### src/rtl/io_responder_if.sv
// ---------------------------------------------------------------------------
// io_responder_if
//   CPU-side byte bus between the CPU (master) and the memory-side responder
//   (slave).
//   mem_a     CPU byte address            (master -> slave)
//   mem_dout  CPU write data              (master -> slave)
//   mem_wr    1 = write, 0 = read         (master -> slave)
//   mem_din   read data, 1 cycle latency  (slave  -> master)
// ---------------------------------------------------------------------------
interface io_responder_if;
    logic [31:0] mem_a;
    logic [7:0]  mem_dout;
    logic        mem_wr;
    logic [7:0]  mem_din;

    modport master (
        output mem_a,
        output mem_dout,
        output mem_wr,
        input  mem_din
    );

    modport slave (
        input  mem_a,
        input  mem_dout,
        input  mem_wr,
        output mem_din
    );
endinterface

### src/rtl/io_responder.sv
// ---------------------------------------------------------------------------
// io_responder
//   Memory-side responder between the CPU byte bus and RAM. Accesses with
//   mem_a[17:16] == 2'b11 hit the I/O window (TX/RX FIFOs, status, halt,
//   optional cycle counter); everything else goes to RAM. I/O read data is
//   registered so it lines up with the 1-cycle RAM read latency.
//
//   Register map (offset = mem_a[3:0]):
//     0x0 W  push TX FIFO (dropped and ovf set when full)
//     0x0 R  pop RX FIFO (0x00 when empty)
//     0x4 R  status {5'b0, ovf, rx_nonempty, tx_full}
//     0x4 W  set halt
//     0x8 R  latch cycle counter snapshot, return byte 0
//     0x9-0xB R  snapshot bytes 1..3
//
//   Optional feature: define IO_CYCLE_COUNTER_EN to build the 32-bit cycle
//   counter and snapshot register. Without it offsets 0x8-0xB read 0x00.
//
// Ports
//   clk, rst            clock, synchronous active-high reset
//   rdy                 global ready; 0 = bus idle, no side effects
//   bus                 CPU byte bus (slave side)
//   ram_we, ram_dout    RAM write enable / RAM read data
//   tx_data, tx_valid, tx_ready   TX FIFO head to byte sink
//   rx_data, rx_valid, rx_ready   incoming bytes into RX FIFO
//   halt                sticky program-end flag
// ---------------------------------------------------------------------------
module io_responder #(
    parameter int FIFO_DEPTH_LOG = 4
) (
    input  logic                clk,
    input  logic                rst,
    input  logic                rdy,
    io_responder_if.slave       bus,
    output logic                ram_we,
    input  logic [7:0]          ram_dout,
    output logic [7:0]          tx_data,
    output logic                tx_valid,
    input  logic                tx_ready,
    input  logic [7:0]          rx_data,
    input  logic                rx_valid,
    output logic                rx_ready,
    output logic                halt
);
    localparam int DEPTH = 1 << FIFO_DEPTH_LOG;
    localparam logic [FIFO_DEPTH_LOG:0] FULL_COUNT = (FIFO_DEPTH_LOG + 1)'(DEPTH);

    // ---------------- address decode ----------------
    logic       io_sel;
    logic [3:0] offset;
    logic       io_wr;
    logic       io_rd;
    logic       addr_unused;

    assign io_sel      = (bus.mem_a[17:16] == 2'b11);
    assign offset      = bus.mem_a[3:0];
    assign io_wr       = rdy & io_sel & bus.mem_wr;
    assign io_rd       = rdy & io_sel & ~bus.mem_wr;
    assign ram_we      = bus.mem_wr & ~io_sel & rdy;
    assign addr_unused = ^{bus.mem_a[31:18], bus.mem_a[15:4]};

    // ---------------- TX FIFO ----------------
    logic [7:0]                tx_mem [DEPTH];
    logic [FIFO_DEPTH_LOG-1:0] tx_wr_ptr_reg;
    logic [FIFO_DEPTH_LOG-1:0] tx_rd_ptr_reg;
    logic [FIFO_DEPTH_LOG:0]   tx_count_reg;
    logic                      tx_full;
    logic                      tx_pop;
    logic                      tx_push_req;
    logic                      tx_push;

    assign tx_full     = (tx_count_reg == FULL_COUNT);
    assign tx_valid    = (tx_count_reg != '0);
    assign tx_data     = tx_mem[tx_rd_ptr_reg];
    assign tx_pop      = tx_valid & tx_ready;
    assign tx_push_req = io_wr & (offset == 4'h0);
    // A push into a full FIFO still fits when the sink drains the head in the same cycle.
    assign tx_push     = tx_push_req & (~tx_full | tx_pop);

    // ---------------- RX FIFO ----------------
    logic [7:0]                rx_mem [DEPTH];
    logic [FIFO_DEPTH_LOG-1:0] rx_wr_ptr_reg;
    logic [FIFO_DEPTH_LOG-1:0] rx_rd_ptr_reg;
    logic [FIFO_DEPTH_LOG:0]   rx_count_reg;
    logic                      rx_nonempty;
    logic                      rx_cap;
    logic                      rx_pop;

    assign rx_nonempty = (rx_count_reg != '0);
    // Driven from registered state only, so a pop cannot open space in the same cycle.
    assign rx_ready    = (rx_count_reg != FULL_COUNT);
    assign rx_cap      = rx_valid & rx_ready;
    assign rx_pop      = io_rd & (offset == 4'h0) & rx_nonempty;

    // ---------------- status / control ----------------
    logic       ovf_reg;
    logic       halt_reg;
    logic       io_sel_reg;
    logic [7:0] io_rdata_reg;
    logic [7:0] io_rdata_next;

    assign halt        = halt_reg;
    assign bus.mem_din = io_sel_reg ? io_rdata_reg : ram_dout;

`ifdef IO_CYCLE_COUNTER_EN
    logic [31:0] cycle_cnt_reg;
    logic [31:0] snapshot_reg;
`endif

    // ---------------- read mux ----------------
    always_comb begin
        io_rdata_next = 8'h00;
        if (io_rd) begin
            case (offset)
                4'h0: if (rx_nonempty) io_rdata_next = rx_mem[rx_rd_ptr_reg];
                4'h4: io_rdata_next = {5'b0, ovf_reg, rx_nonempty, tx_full};
`ifdef IO_CYCLE_COUNTER_EN
                // Byte 0 comes straight from the counter being latched this cycle.
                4'h8: io_rdata_next = cycle_cnt_reg[7:0];
                4'h9: io_rdata_next = snapshot_reg[15:8];
                4'hA: io_rdata_next = snapshot_reg[23:16];
                4'hB: io_rdata_next = snapshot_reg[31:24];
`endif
                default: io_rdata_next = 8'h00;
            endcase
        end
    end

    // ---------------- FIFO storage (no reset, pointers define contents) ----------------
    always_ff @(posedge clk) begin
        if (tx_push) tx_mem[tx_wr_ptr_reg] <= bus.mem_dout;
        if (rx_cap)  rx_mem[rx_wr_ptr_reg] <= rx_data;
    end

    // ---------------- control state ----------------
    always_ff @(posedge clk) begin
        if (rst) begin
            tx_wr_ptr_reg <= '0;
            tx_rd_ptr_reg <= '0;
            tx_count_reg  <= '0;
            rx_wr_ptr_reg <= '0;
            rx_rd_ptr_reg <= '0;
            rx_count_reg  <= '0;
            ovf_reg       <= 1'b0;
            halt_reg      <= 1'b0;
            io_sel_reg    <= 1'b0;
            io_rdata_reg  <= 8'h00;
        end else begin
            io_sel_reg   <= io_sel;
            io_rdata_reg <= io_rdata_next;

            if (tx_push) tx_wr_ptr_reg <= tx_wr_ptr_reg + FIFO_DEPTH_LOG'(1);
            if (tx_pop)  tx_rd_ptr_reg <= tx_rd_ptr_reg + FIFO_DEPTH_LOG'(1);
            tx_count_reg <= tx_count_reg + (FIFO_DEPTH_LOG + 1)'(tx_push)
                                         - (FIFO_DEPTH_LOG + 1)'(tx_pop);

            if (rx_cap) rx_wr_ptr_reg <= rx_wr_ptr_reg + FIFO_DEPTH_LOG'(1);
            if (rx_pop) rx_rd_ptr_reg <= rx_rd_ptr_reg + FIFO_DEPTH_LOG'(1);
            rx_count_reg <= rx_count_reg + (FIFO_DEPTH_LOG + 1)'(rx_cap)
                                         - (FIFO_DEPTH_LOG + 1)'(rx_pop);

            if (tx_push_req && !tx_push)       ovf_reg  <= 1'b1;
            if (io_wr && (offset == 4'h4))     halt_reg <= 1'b1;
        end
    end

`ifdef IO_CYCLE_COUNTER_EN
    always_ff @(posedge clk) begin
        if (rst) begin
            cycle_cnt_reg <= 32'd0;
            snapshot_reg  <= 32'd0;
        end else begin
            if (rdy) cycle_cnt_reg <= cycle_cnt_reg + 32'd1;
            if (io_rd && (offset == 4'h8)) snapshot_reg <= cycle_cnt_reg;
        end
    end
`endif

endmodule

### src/flat_wrapper.sv
// flat-port wrapper written by rule: the top's interface ports become plain ports
module io_responder_flat 
#(
    parameter int FIFO_DEPTH_LOG = 4
)
  (clk, rst, rdy, ram_we, ram_dout, tx_data, tx_valid, tx_ready, rx_data, rx_valid, rx_ready, halt, bus_mem_a, bus_mem_dout, bus_mem_wr, bus_mem_din);
  io_responder_if bus_i ();
  input  logic clk;
  input  logic rst;
  input  logic rdy;
  output logic ram_we;
  input  logic [7:0] ram_dout;
  output logic [7:0] tx_data;
  output logic tx_valid;
  input  logic tx_ready;
  input  logic [7:0] rx_data;
  input  logic rx_valid;
  output logic rx_ready;
  output logic halt;
  input wire logic [$bits(bus_i.mem_a)-1:0] bus_mem_a;
  input wire logic [$bits(bus_i.mem_dout)-1:0] bus_mem_dout;
  input wire logic [$bits(bus_i.mem_wr)-1:0] bus_mem_wr;
  output wire logic [$bits(bus_i.mem_din)-1:0] bus_mem_din;
  assign bus_i.mem_a = bus_mem_a;
  assign bus_i.mem_dout = bus_mem_dout;
  assign bus_i.mem_wr = bus_mem_wr;
  assign bus_mem_din = bus_i.mem_din;
  io_responder #(.FIFO_DEPTH_LOG(FIFO_DEPTH_LOG)) u_core (.clk(clk), .rst(rst), .rdy(rdy), .bus(bus_i), .ram_we(ram_we), .ram_dout(ram_dout), .tx_data(tx_data), .tx_valid(tx_valid), .tx_ready(tx_ready), .rx_data(rx_data), .rx_valid(rx_valid), .rx_ready(rx_ready), .halt(halt));
endmodule
### config.mk
export PLATFORM = sky130hd
export DESIGN_NAME = io_responder_flat
export DESIGN_NICKNAME = d
export VERILOG_FILES = /design/src/rtl/io_responder_if.sv /design/src/rtl/io_responder.sv /design/src/flat_wrapper.sv
export SDC_FILE = /design/constraint.sdc
export NUM_CORES = 1
export LEC_CHECK = 0
export BUFFER_PORTS_ARGS = -buffer_cell sky130_fd_sc_hd__buf_2
export CAP_MARGIN = 25
export CORE_AREA = 5 5 148 150
export CTS_CLUSTER_DIAMETER = 40
export DETAILED_ROUTE_END_ITERATION = 8
export DIE_AREA = 0 0 153 155
export PLACE_DENSITY = 0.78
export SETUP_SLACK_MARGIN = 0.5
export SYNTH_ARGS = -nofsm -noshare
export SYNTH_HDL_FRONTEND = slang
export SYNTH_SLANG_ARGS = --single-unit
### constraint.sdc
create_clock -name clk -period 7.01 [get_ports clk]
set_clock_uncertainty 0.1 [all_clocks]
set_input_delay 0.701 -clock clk [delete_from_list [all_inputs] [get_ports clk]]
set_output_delay 0.701 -clock clk [all_outputs]
set_load 0.02 [all_outputs]
* Yosys cells after proc, flatten, opt, wreduce, memory -nomap -nowiden *
Memories as Yosys holds them, arrays and structs flattened. A register that Yosys moved wholly into a read port is not among the register bits.
Index checks and enable logic that the tools add are counted.

storage, ports and cells
  register bits after elaboration = 37
  memory bits (writable) = 256
  bits of input ports = 62
  output and inout bits = 20
  word-level logic and storage cells = 58
  memories kept = 2

cells by class
  add/subtract/negate cells = 8
  eq/ne operators = 4
  mux-type cells = 11
  bitwise logic cells = 16
  reductions and logical operators = 7

memories
  name           words  width  rd ports  clocked after Yosys merged registers in  write ports  line                source
  u_core.rx_mem  16     8      1         1                                        1            io_responder.sv:81  logic [7:0] rx_mem [DEPTH];
  u_core.tx_mem  16     8      1         1                                        1            io_responder.sv:63  logic [7:0] tx_mem [DEPTH];

operators with widths
  cell                                            number
  adder 4 x 1 -> 4 bit (second input constant)    4
  2-to-1 mux 4 bit                                4
  2-to-1 mux 8 bit                                2
  case mux 8 bit (2 select lines)                 1
  bitwise AND 1 bit                               11
  adder 5 x 1 -> 5 bit                            2
  nonzero test 5 bit                              2
  subtractor 5 x 1 -> 5 bit                       2
  == test 5 bit (second input constant)           1
  inequality test 5 bit (second input constant)   1
  == test 4 x 3 -> 1 bit (second input constant)  1
  zero test 4 bit                                 1
  2-to-1 mux 1 bit                                4
  inverter 1 bit                                  4
  == test 2 bit (second input constant)           1
  logical AND 1 bit                               2
  OR reduction 2 bit                              1
  zero test 1 bit                                 1
  OR 1 bit                                        1

* Depth between registers and ports, before layout *
  depth after elaboration = 7
  depth in mapped cells = 15
  gate-level depth less buffers = 14

* Worst setup path before layout *
Ideal clock, no wire load.

  path kind = in2reg
  from = in bus_mem_a[1]
  to = reg u_core.rx_count_reg[4]
  setup time = 0.070 ns
  data arrival time = 3.306 ns
  data required time = 6.840 ns
  path slack = 3.533 ns
  stages on the path = 12
  path buffers = 1
  cell sequence = or4b_4 > or4_1 > clkbuf_2 > nor2_1 > ha_1 > inv_1 > ha_1 > fa_1 > a21oi_1 > nor2_1 > or3_1 > a21oi_1

between the ends
  longest elaborated chain between the ends = 4

ends and longest elaborated chain
  item                             line                 source
  from (decl)                      flat_wrapper.sv:20   input wire logic [$bits(bus_i.mem_a)-1:0] bus_mem_a;
  zero test 4 bit                  io_responder.sv:93   assign rx_pop = io_rd & (offset == 4'h0) & rx_nonempty;
  bitwise AND 1 bit (2 in series)  io_responder.sv:93
  net u_core.rx_pop                io_responder.sv:87   logic rx_pop;
  subtractor 5 x 1 -> 5 bit        io_responder.sv:160  - (FIFO_DEPTH_LOG + 1)'(rx_pop);
  to (signal assigned)             io_responder.sv:159  rx_count_reg <= rx_count_reg + (FIFO_DEPTH_LOG + 1)'(rx_cap)
  to (decl)                        io_responder.sv:84   logic [FIFO_DEPTH_LOG:0] rx_count_reg;

The timed path passes the listed nets, and every way through them passes these cells.
A chain may end at the register's enable or synchronous reset.

* Worst setup path after layout *
  from = reg u_core.rx_count_reg[2]
  to = reg u_core.rx_count_reg[4]

between the ends
  elaborated cells between the ends (all ways) = 6
  those cells by class = add/sub: 2; eq/ne: 1; bitwise: 2; reduce/logical: 1

RTL lines
  item                       line                 source
  nonzero test 5 bit         io_responder.sv:89   assign rx_nonempty = (rx_count_reg != '0);
  bitwise AND 1 bit          io_responder.sv:93
  net u_core.rx_pop          io_responder.sv:87
  subtractor 5 x 1 -> 5 bit  io_responder.sv:160

The timed path passes the listed nets, and every way through them passes these cells.

==> out/results.ini <==
[run_status]
result_of_the_run = finished, final reports clean

[layout]
final_common_cell = edfxtp_1
final_nets = 800
areaGrowthSynthToFinish_pct = 13.7
antenna-diode-count = 0
filler_cell_count = 1342
drive_gt1_share_pct = 27.6
most_frequent_cells_in_the_layout = 256 x edfxtp_1, 74 x mux4_2, 55 x buf_2

[clocking]
cts_stage_hold_buffer_count = 0
worst_setup_hold_path_clk_slew_ns = 0.05
clk_root_buf = clkbuf_16
post_cts_buffers = 0
cts_resized = 0
cts-buffers-inserted = 35
clock_latency_ns = 0.51
clk_path_buf_depth = 3
cts.sink_count = 301
cts_max_level = 2
cts_tree = done

[timing]
hold_viol = 0
max_freq_mhz = 289
tns_ns = 0
timing.slew.headroom_pct = 34.1
final_min_period_over_clock_period_pct = 49.3
rsz0062_at_grt = false
worstMarginPinSlew_ns = 0.984
final.min_clock_period_ns = 3.46
report.final.slew_viol_count = 0
timing.final.setup_violations = 0
fin_ws_ns = 3.55

[placed_design]
gp_congestion = 0.775
pre_cts_ws_ns = 3.14
dp_hpwl_um = 14700
portBuffers = 55

[floorplanning]
start_util_pct = 58.3
die_outline_area_um2 = 23700
io-pin-count = 82
die_h_um = 155
rows = 53
die_x_um = 153
design.core.area_um2 = 20600

[yosys]
number_of_flip_flops_and_latches_in_the_synthesized_netlist = 301
asyncSetResetFlopFracSynth_pct = 0
synth-warning-count = 0
synth_nets = 732
count_of_distinct_cell_types_in_the_synthesized_netlist = 46
synth_ff_type = edfxtp_1
synth_top_cell_by_area = edfxtp_1
synth_top_area_share_pct = 64.2
post_synth_inst_count = 646
synth_edf_count = 256
synth_sequential_area_ratio_pct = 71.7
synthTopCellsByArea = edfxtp_1 64%, mux4_2 14%, dfxtp_1 7.5%, ha_1 2.3%, nor2_1 1.2%
synth_area_per_cell_um2 = 18.5
mappedNetlistArea_um2 = 12000

[worst_setup_path]
path_class = reg2reg
timing.critical_path.to_type = flip-flop
critPathArrivalTime_ns = 3.78
critical_path.startpoint = u_core.rx_count_reg[2]
crit_path_max_fanout = 9
reg2regPathDepth = 13
critical_path_required_ns = 7.33
kind_of_start_point_of_the_critical_path = flip-flop
timing.reg2reg.setup_slack_ns = 3.55
rr_startpoint = u_core.rx_count_reg[2]
r2r-end = u_core.rx_count_reg[4]

[worst_hold_path]
min_delay_path_depth = 2
worst_hold_startpoint = u_core.halt
hp_class = reg2reg
worst_hold_path_ep = u_core.halt

[power]
p_leak_nw = 4.51
vdd.ir_drop.worst_mv = 0.222
power_density_nw_per_um2 = 319

[route]
dr.first_iter.drc_count = 436
remaining_drc_errors = 0
route.detailed.wl_per_inst_um = 22.5
first_pass_drt_iterations = 5
detailroute.via_count = 6035
routed_wirelength_um = 22800
vias_per_cell = 5.96
detail-route-antenna-nets = 0

[grt]
grt_start_max_net_pins = 40
first_pass_grt_wire_length_um = 36400
grt_antenna_before_repair = 0
grt_overall_usage_pct = 19.9
globalRouteOverflowTotal = 0
grt_pass1_vias = 6489

[flow_run]
max-cap-violations = 0

-- metal layers --
| layer | GRT usage (%) | up-vias | share of wire [%] |
|---|---|---|---|
| met5 | 0 | - | 0 |
| met4 | 6.96 | 0 | 2.6 |
| met3 | 3.48 | 45 | 4.7 |
| met2 | 35.3 | 179 | 53 |
| met1 | 25.2 | 3097 | 39 |
| li1 | - | 2714 | - |
-- cell type report --
| cell class | instances | area, um2 | area share (%) |
|---|---|---|---|
| tap | 275 | 344 | 2.53 |
| timing repair buffer | 64 | 343 | 2.52 |
| clock buffer | 44 | 920 | 6.75 |
| multi-input combinational | 290 | 3170 | 23.3 |
| clock inverter | 17 | 171 | 1.26 |
| sequential | 301 | 8590 | 63.0 |
| inverter | 22 | 82.6 | 0.606 |
-- Yosys cell counts, types with 2 or more instances --
cell       count
inv_1         22
and4_1         4
a21o_1         2
dfxtp_1       45
nand3b_1       2
nor2_1        37
buf_1          7
or3_1          2
ha_1          22
or4_1          4
xnor2_1        4
nor3_1         6
nand2_1       10
mux2_2         8
xor2_1         7
a211oi_1      10
mux4_2        74
nand3_1       14
and3_1        15
nor4_1         2
edfxtp_1     256
o31ai_1        3
nand2b_1       2
mux2i_1        6
buf_2          8
nand4bb_1      2
nor2b_1       11
clkbuf_1      17
a21oi_1       21
fa_1           2
o21ai_0        6
-- worst max-delay path: stages, from the launching register on --
cell     delay (ns)
dfxtp_1        0.31
inv_1          0.08
ha_1           0.18
nor4b_1        0.55
or4_1          0.37
nor2_1         0.07
ha_1           0.28
inv_1          0.04
ha_1           0.20
fa_1           0.44
a21oi_1        0.20
nor2_1         0.08
or3_1          0.35
a21oi_1        0.14
-- cell families (layout without fill, tap and decap cells) --
logic type                 after synthesis  after routing  share of synthesized area [%]
buffers and inverters                   55            147                           1.82
muxes                                   88             88                           15.2
xor gates and xnor gates                11             11                          0.804
and+or+nand+nor                        122            122                           5.62
DFF                                    301            301                           71.7
AOI/OAI and AO/OA                       45             45                           2.28
adders and majority gates               24             24                           2.63
-- how the worst max path moves through the flow --
stage / end / slack, ns
3_5_place_dp: u_core.rx_count_reg[4] / 3.14
2_1_floorplan: u_core.rx_count_reg[4] / 3.53
6_report: u_core.rx_count_reg[4] / 3.55
4_1_cts: tx_data[2] / 3.48
3_3_place_gp: u_core.rx_count_reg[4] / 3.30
5_1_grt: u_core.rx_count_reg[4] / 3.27
-- metrics by stage --
stage | std cells | hold slack [ns] | util, % | instance area, um2 | power (mW)
after detailed placement | 952 | 0.366 | 61.0 | 12500 | 2.69
after floorplan | 646 | 0.334 | - | 12000 | 2.52
after global placement | 952 | 0.359 | 61.0 | 12500 | 2.65
after CTS | 1013 | 0.378 | 66.3 | 13600 | 4.39
final | 1013 | 0.374 | 66.3 | 13600 | 4.34
after global routing | 1013 | 0.420 | 66.3 | 13600 | 4.53
-- where the power goes --
part / internal, mW / leakage [nW] / switching [mW]
logic: 0.292 / 1.30 / 0.301
clock network: 1.02 / 0.529 / 0.682
registers: 2.00 / 2.67 / 0.0521
Power figures use the tool's default switching activity.
